--- src/rtl/uart_tx_drain.sv ---
// UART transmitter that pulls bytes from an upstream FIFO and sends them LSB first.
// Define UART_TX_PARITY_EN to add an even-parity bit between the data and stop bits.
module uart_tx_drain #(
    parameter int CLKS_PER_BIT = 868,
    parameter int STOP_BITS    = 1
) (
    input  logic       clk,
    input  logic       rst_n,
    input  logic       en,
    input  logic       fifo_empty,
    input  logic [7:0] fifo_dout,
    output logic       fifo_deq,
    output logic       tx,
    output logic       busy
);
    localparam int            CW        = $clog2(CLKS_PER_BIT);
    localparam logic [CW-1:0] BAUD_LAST = CW'(CLKS_PER_BIT - 1);
    localparam logic          STOP_LAST = 1'(STOP_BITS - 1);

`ifdef UART_TX_PARITY_EN
    typedef enum logic [2:0] {IDLE, START, DATA, PARITY, STOP} state_t;
`else
    typedef enum logic [2:0] {IDLE, START, DATA, STOP} state_t;
`endif

    state_t        state, state_next;
    logic [CW-1:0] baud_cnt, baud_next;
    logic [2:0]    bit_idx, idx_next;
    logic          stop_cnt, stop_next;
    logic [7:0]    shift_reg, shift_next;
    logic          tx_next;
    logic          bit_done;

    always_ff @(posedge clk) begin
        if (!rst_n) begin
            state     <= IDLE;
            baud_cnt  <= '0;
            bit_idx   <= '0;
            stop_cnt  <= 1'b0;
            shift_reg <= '0;
            tx        <= 1'b1;
        end else begin
            state     <= state_next;
            baud_cnt  <= baud_next;
            bit_idx   <= idx_next;
            stop_cnt  <= stop_next;
            shift_reg <= shift_next;
            tx        <= tx_next;
        end
    end

    // tx is registered, so its next value is decoded from the next state and next bit index.
    always_comb begin
        state_next = state;
        baud_next  = baud_cnt;
        idx_next   = bit_idx;
        stop_next  = stop_cnt;
        shift_next = shift_reg;
        fifo_deq   = 1'b0;
        bit_done   = (baud_cnt == BAUD_LAST);

        if (state != IDLE) begin
            baud_next = bit_done ? '0 : baud_cnt + CW'(1);
        end

        case (state)
            IDLE: begin
                baud_next = '0;
                idx_next  = '0;
                stop_next = 1'b0;
                if (en && !fifo_empty && rst_n) begin
                    fifo_deq   = 1'b1;
                    shift_next = fifo_dout;
                    state_next = START;
                end
            end
            START: begin
                if (bit_done) state_next = DATA;
            end
            DATA: begin
                if (bit_done) begin
                    if (bit_idx == 3'd7) begin
                        idx_next = '0;
`ifdef UART_TX_PARITY_EN
                        state_next = PARITY;
`else
                        state_next = STOP;
`endif
                    end else begin
                        idx_next = bit_idx + 3'd1;
                    end
                end
            end
`ifdef UART_TX_PARITY_EN
            PARITY: begin
                if (bit_done) state_next = STOP;
            end
`endif
            STOP: begin
                if (bit_done) begin
                    if (stop_cnt == STOP_LAST) state_next = IDLE;
                    else                        stop_next  = stop_cnt + 1'b1;
                end
            end
            default: state_next = IDLE;
        endcase

        case (state_next)
            START:   tx_next = 1'b0;
            DATA:    tx_next = shift_next[idx_next];
`ifdef UART_TX_PARITY_EN
            PARITY:  tx_next = ^shift_next;
`endif
            default: tx_next = 1'b1;
        endcase
    end

    assign busy = (state != IDLE);

endmodule
--- config.mk ---
export PLATFORM = sky130hd
export DESIGN_NAME = uart_tx_drain
export DESIGN_NICKNAME = d
export VERILOG_FILES = /design/src/rtl/uart_tx_drain.sv
export SDC_FILE = /design/constraint.sdc
export NUM_CORES = 1
export LEC_CHECK = 0
export ABC_AREA = 0
export BUFFER_PORTS_ARGS = -buffer_cell sky130_fd_sc_hd__buf_2
export CORE_ASPECT_RATIO = 0.9
export CORE_UTILIZATION = 25
export DETAILED_ROUTE_END_ITERATION = 10
export GPL_TIMING_DRIVEN = 0
export PLACE_DENSITY = 0.45
export SETUP_SLACK_MARGIN = 0.1
export SLEW_MARGIN = 20
export SYNTH_ARGS = -nofsm -noshare
export SYNTH_HDL_FRONTEND = slang
export SYNTH_SLANG_ARGS = --single-unit
--- constraint.sdc ---
create_clock -name clk -period 2.89 [get_ports clk]
set_input_delay 0.578 -clock clk [delete_from_list [all_inputs] [get_ports clk]]
set_output_delay 0.578 -clock clk [all_outputs]
set_load 0.02 [all_outputs]
## Word-level counts from Yosys, hierarchy flattened

Index checks and enable logic that the tools add are counted.
Widths: inputs -> output; s select.

| word-level totals | value |
|---|---|
| bits in registers | 26 |
| output and inout port bits | 3 |
| input port bits | 12 |

| cells by class | value |
|---|---|
| bitwise logic cells | 1 |
| reductions and logical operators | 8 |
| eq/ne operators | 8 |
| $add $sub $neg | 3 |
| magnitude comparators | 1 |
| mux-type cells | 21 |

Operators with widths:

| cell | count |
|---|---|
| $mux 3 | 8 |
| $mux 8 | 2 |
| $pmux 3 s4 | 1 |
| $add 10x1->10 const B | 1 |
| $eq 10x10->1 const B | 1 |
| $mux 10 | 1 |
| $eq 3x2->1 const B | 3 |
| $eq 3x1->1 const B | 2 |
| $pmux 3 s2 | 1 |
| $mux 1 | 5 |
| $lt 3x4->1 const B | 1 |
| $pmux 1 s2 | 2 |
| $add 3x1->3 const B | 1 |
| $bmux 1 s3 | 1 |
| $eq 3x3->1 const B | 1 |
| $logic_not 3->1 | 1 |
| $reduce_bool 3->1 | 1 |
| $logic_and 1x1->1 | 2 |
| $ne 2x2->1 const B | 1 |
| $reduce_and 2->1 | 1 |
| $reduce_bool 2->1 | 1 |
| $reduce_or 2->1 | 1 |
| $add 1x1->1 const B | 1 |
| $logic_not 1->1 | 1 |
| $not 1->1 | 1 |

## Longest topological paths before layout

| depth | value |
|---|---|
| depth in word-level cells | 8 |
| depth in mapped cells | 9 |

## Worst setup path before layout

OpenSTA, ideal clock, no wires.

| path | value |
|---|---|
| path kind | register to register |
| start | register state[1] |
| end | register tx |
| clock period less this slack | 2293 ps |
| setup time | 132 ps |
| stages on the path, launching flop included | 10 |
| arrival | 2161 ps |
| slack | 597 ps |
| required time | 2758 ps |
| buffers on the path | 3 |
| path through | dfxtp_1 buf_2 or3_1 clkbuf_1 nor3_1 buf_4 mux2i_1 mux2i_1 a2111oi_2 a32oi_1 |

| between the ends | value |
|---|---|
| word-level cells in the longest chain between the ends | 5 |

Ends and longest elaborated chain:

| what | line | RTL |
|---|---|---|
| start: declaration | 26 | `state_t state, state_next;` |
| start signal: assignment | 43 | `state <= state_next;` |
| $eq 3x2->1 (tied with other cells) | 66 | `case (state)` |
| $pmux 3 s2 (tied with other cells) | 66 |  |
| $bmux 1 s3 / $pmux 3 s4 (equally long branches) | 110, 66 |  |
| $mux 1 (not written as such) (tied with other cells) | 110 | `DATA: tx_next = shift_next[idx_next];` |
| $pmux 1 s2 * | 108 | `case (state_next)` |
| end signal: assignment | 48 | `tx <= tx_next;` |
| end: declaration | 13 | `output logic tx,` |

Mark *: on every way between the ends. The rest lies on a longest branch, timed or not. The select of a mux whose other input is x is not followed.
A chain may end at the register's enable or synchronous reset.

## Worst setup path in the final report

| path | value |
|---|---|
| start | register state[1] |
| end | output port fifo_deq |

| between the ends | value |
|---|---|
| word-level cells in the longest chain between the ends | 2 |

Ends and longest elaborated chain:

| what | line | RTL |
|---|---|---|
| $logic_not 3->1 | 66 |  |
| $mux 1 | 66 |  |
| end: declaration | 12 | `output logic fifo_deq,` |

Every way passes these cells.

==> impl_metrics.csv <==
group,metric,value,unit
sta,skew,0.00522,ns
job,max_cap_viol_count,0,
power,ir_drop,0.212,mV
clock_tree,cts_buffers,3,
power,power_density,426,nW/µm²
setup_path,crit_arrival,1.84,ns
setup_path,crit_top_cell,"buf_2",
sta,rsz0062_at_grt,"no",
cells_and_area,mostFrequentLayoutCell,"dfxtp_1",
synthesis,avgSynthCellArea,9.19,µm²
floorplan,ios,15,
sta,timing.hold.ws,0.448,ns
routing,routed_wl,2.47,mm
routing,viasPerCell,4.47,
routing,wl_per_cell,11.7,µm
synthesis,synth_fp_nets,146,
hold_path,hp-class,"flop to flop",
setup_path,slowest_delay,0.31,ns
placement,gp_congestion,0.746,
routing,vias,943,
sta,tightest_slew,0.643,ns
clock_tree,clkLatencyLatePin,0.27,ns
floorplan,initial_core_util,26.5,%
sta,max_freq,413,MHz
power,p_leak,0.539,nW
clock_tree,cts_root_buf,"clkbuf_8",
global_route,grt_pass1_wl,4.12,mm
floorplan,die_y,67.8,µm
floorplan,row_count,23,
cells_and_area,final_layout_size_suffix_gt1_share,16.8,%
placement,hpwl,1.78,mm
global_route,overflow,0,
routing,drt_iter0_drc,62,
synthesis,muxShareOfSynthArea,10.8,%
sta,finalSetupViolCount,0,
clock_tree,post_cts_buffers,0,
placement,port_buffers,14,
placement,place_area,1350,µm²
synthesis,synth_top_family_by_area,"simple AND/OR/NAND/NOR gates",
clock_tree,h-tree-depth,1,
synthesis,ys_ff_latch,25,
synthesis,yosysWarnings,0,
floorplan,die_x,75.1,µm
setup_path,cp-start-kind,"flop",
synthesis,synth_top_area_share,41.6,%
routing,ant_nets,0,
synthesis,yosys.area.top_type,"dfxtp_1",
sta,relSlewSlack,57.2,%
clock_tree,clk_pin_slew,0.09,ns
synthesis,synth_xor_area_share,5.09,%
cells_and_area,diodes,0,
global_route,grt.total_usage,10.8,%
global_route,grt_pass1_vias,903,
cells_and_area,nets,165,
cells_and_area,largest_register_ffs,10,
synthesis,synth_compound_area_share,10.7,%
cells_and_area,final_cell_mix,"25 x dfxtp_1, 24 x nor2_1, 15 x buf_2, 13 x mux2i_1, 8 x nand2_1",
synthesis,yosys.area_share.simple,24.2,%
clock_tree,clockBufferDepth,2,
setup_path,crit_path_max_fanout,10,
synthesis,synthCells,131,
synthesis,syn_area,1200,µm²
floorplan,dieArea,5100,µm²
setup_path,crit_required,2.31,ns
floorplan,coreArea,4550,µm²
cells_and_area,syn_to_final_growth,16.0,%
sta,finalCriticalPeriod,2.42,ns
sta,tns,0,ns
clock_tree,clock-sinks,25,
sta,final.setup.worst_slack,0.470,ns
status,status,"finished, final reports clean",
routing,dr.pass1.iters,4,
synthesis,synth.distinct_cells,36,
setup_path,cp-end-kind,"output pin",
routing,drc_errors,0,
setup_path,critical_path_class,"flop to output pin",
setup_path,crit_chain,"buf_2 -> or3_1 -> clkbuf_1 -> nor3_1 -> buf_4 -> buf_2",
synthesis,synth_fa_ha_area_share,3.12,%
clock_tree,tritoncts,"built",
global_route,grt_max_degree,14,
clock_tree,cts_resized,0,
synthesis,yosysSeqAreaShare,41.6,%
clock_tree,cts_hold_buf,0,
placement,dp_slack,0.473,ns
global_route,antenna_found_initial,0,
sta,finalHoldViolations,0,
setup_path,cp_slowest_cell,"dfxtp_1",
sta,slew_viol_final,0,
cells_and_area,stdcell_area,1400,µm²
synthesis,yosys-top-cells-area,"dfxtp_1 42%, mux2i_1 11%, nor2_1 7.5%",
sta,fin_crit_sh,83.8,%
## critical path, delay by kind of cell (launching register included)
kind,cells,cell delay (ns)
buf+inv,4,0.76
simple gates,2,0.51
flops,1,0.31
## kinds of logic (layout without fill, tap and decap cells)
logic type / Yosys count / in the layout
AO/OA/AOI/OAI: 15 / 15
buffers and inverters: 10 / 28
multiplexers: 13 / 13
flip-flops: 25 / 25
other: 1 / 1
AND/OR/NAND/NOR: 57 / 57
adder cells (fa/ha/maj): 3 / 3
XOR/XNOR: 7 / 7
## metrics by stage
| step | util [%] | instances | power [mW] |
|---|---|---|---|
| after global placement | 29.7 | 207 | 0.395 |
| after floorplan | - | 131 | 0.381 |
| after global routing | 30.7 | 211 | 0.627 |
| after CTS | 30.7 | 211 | 0.604 |
| final | 30.7 | 211 | 0.595 |
| after detailed placement | 29.7 | 207 | 0.396 |
## final timing paths
check | start | to | slack [ns] | depth (start not counted)
worst min-delay path | baud_cnt[0] | baud_cnt[0] | 0.45 | 1
worst max register to register | state[1] | tx | 0.48 | 9
worst max-delay path | state[1] | fifo_deq | 0.47 | 6
worst min register to register | baud_cnt[0] | baud_cnt[0] | 0.45 | 1
## cells in the mapped netlist (all sizes together)
| cell | count |
|---|---|
| nor3 | 2 |
| nand3b | 1 |
| nand2b | 1 |
| nor4b | 1 |
| a22oi | 1 |
| nand2 | 8 |
| buf | 3 |
| a21oi | 3 |
| nand3 | 4 |
| ha | 3 |
| clkbuf | 3 |
| and2b | 1 |
| and3 | 4 |
| inv | 4 |
| and4b | 1 |
| nand4 | 2 |
| or3 | 3 |
| dfxtp | 25 |
| or2 | 1 |
| nor3b | 2 |
| a221o | 1 |
| nor2 | 24 |
| o21ai | 2 |
| conb | 1 |
| a31oi | 3 |
| a2111oi | 1 |
| xnor2 | 4 |
| a32oi | 1 |
| a221oi | 3 |
| xor2 | 3 |
| mux2i | 13 |
| and2 | 2 |
## final cells by class
type / count / area (µm²)
Buffer: 6 / 35.0
Clock buffer: 4 / 45.0
Tap cell: 62 / 77.6
Multi-Input combinational cell: 96 / 653
Timing Repair Buffer: 14 / 70.1
Sequential cell: 25 / 500
Fill cell: 511 / 3150
Inverter: 4 / 15.0
## metal layers
metal / vias to the layer above / global-route usage [%] / part of all wire [%]
li1: 491 / - / -
met4: 0 / 2.78 / 0.49
met5: - / 0 / 0
met3: 3 / 3.53 / 3.2
met2: 9 / 17.6 / 48
met1: 440 / 13.8 / 48
## report_power, final
| group | total [mW] | switching (mW) | internal (mW) |
|---|---|---|---|
| combinational | 0.0354 | 0.0208 | 0.0146 |
| clock | 0.207 | 0.109 | 0.0986 |
| sequential | 0.352 | 0.00284 | 0.349 |
Power figures use the tool's default switching activity.
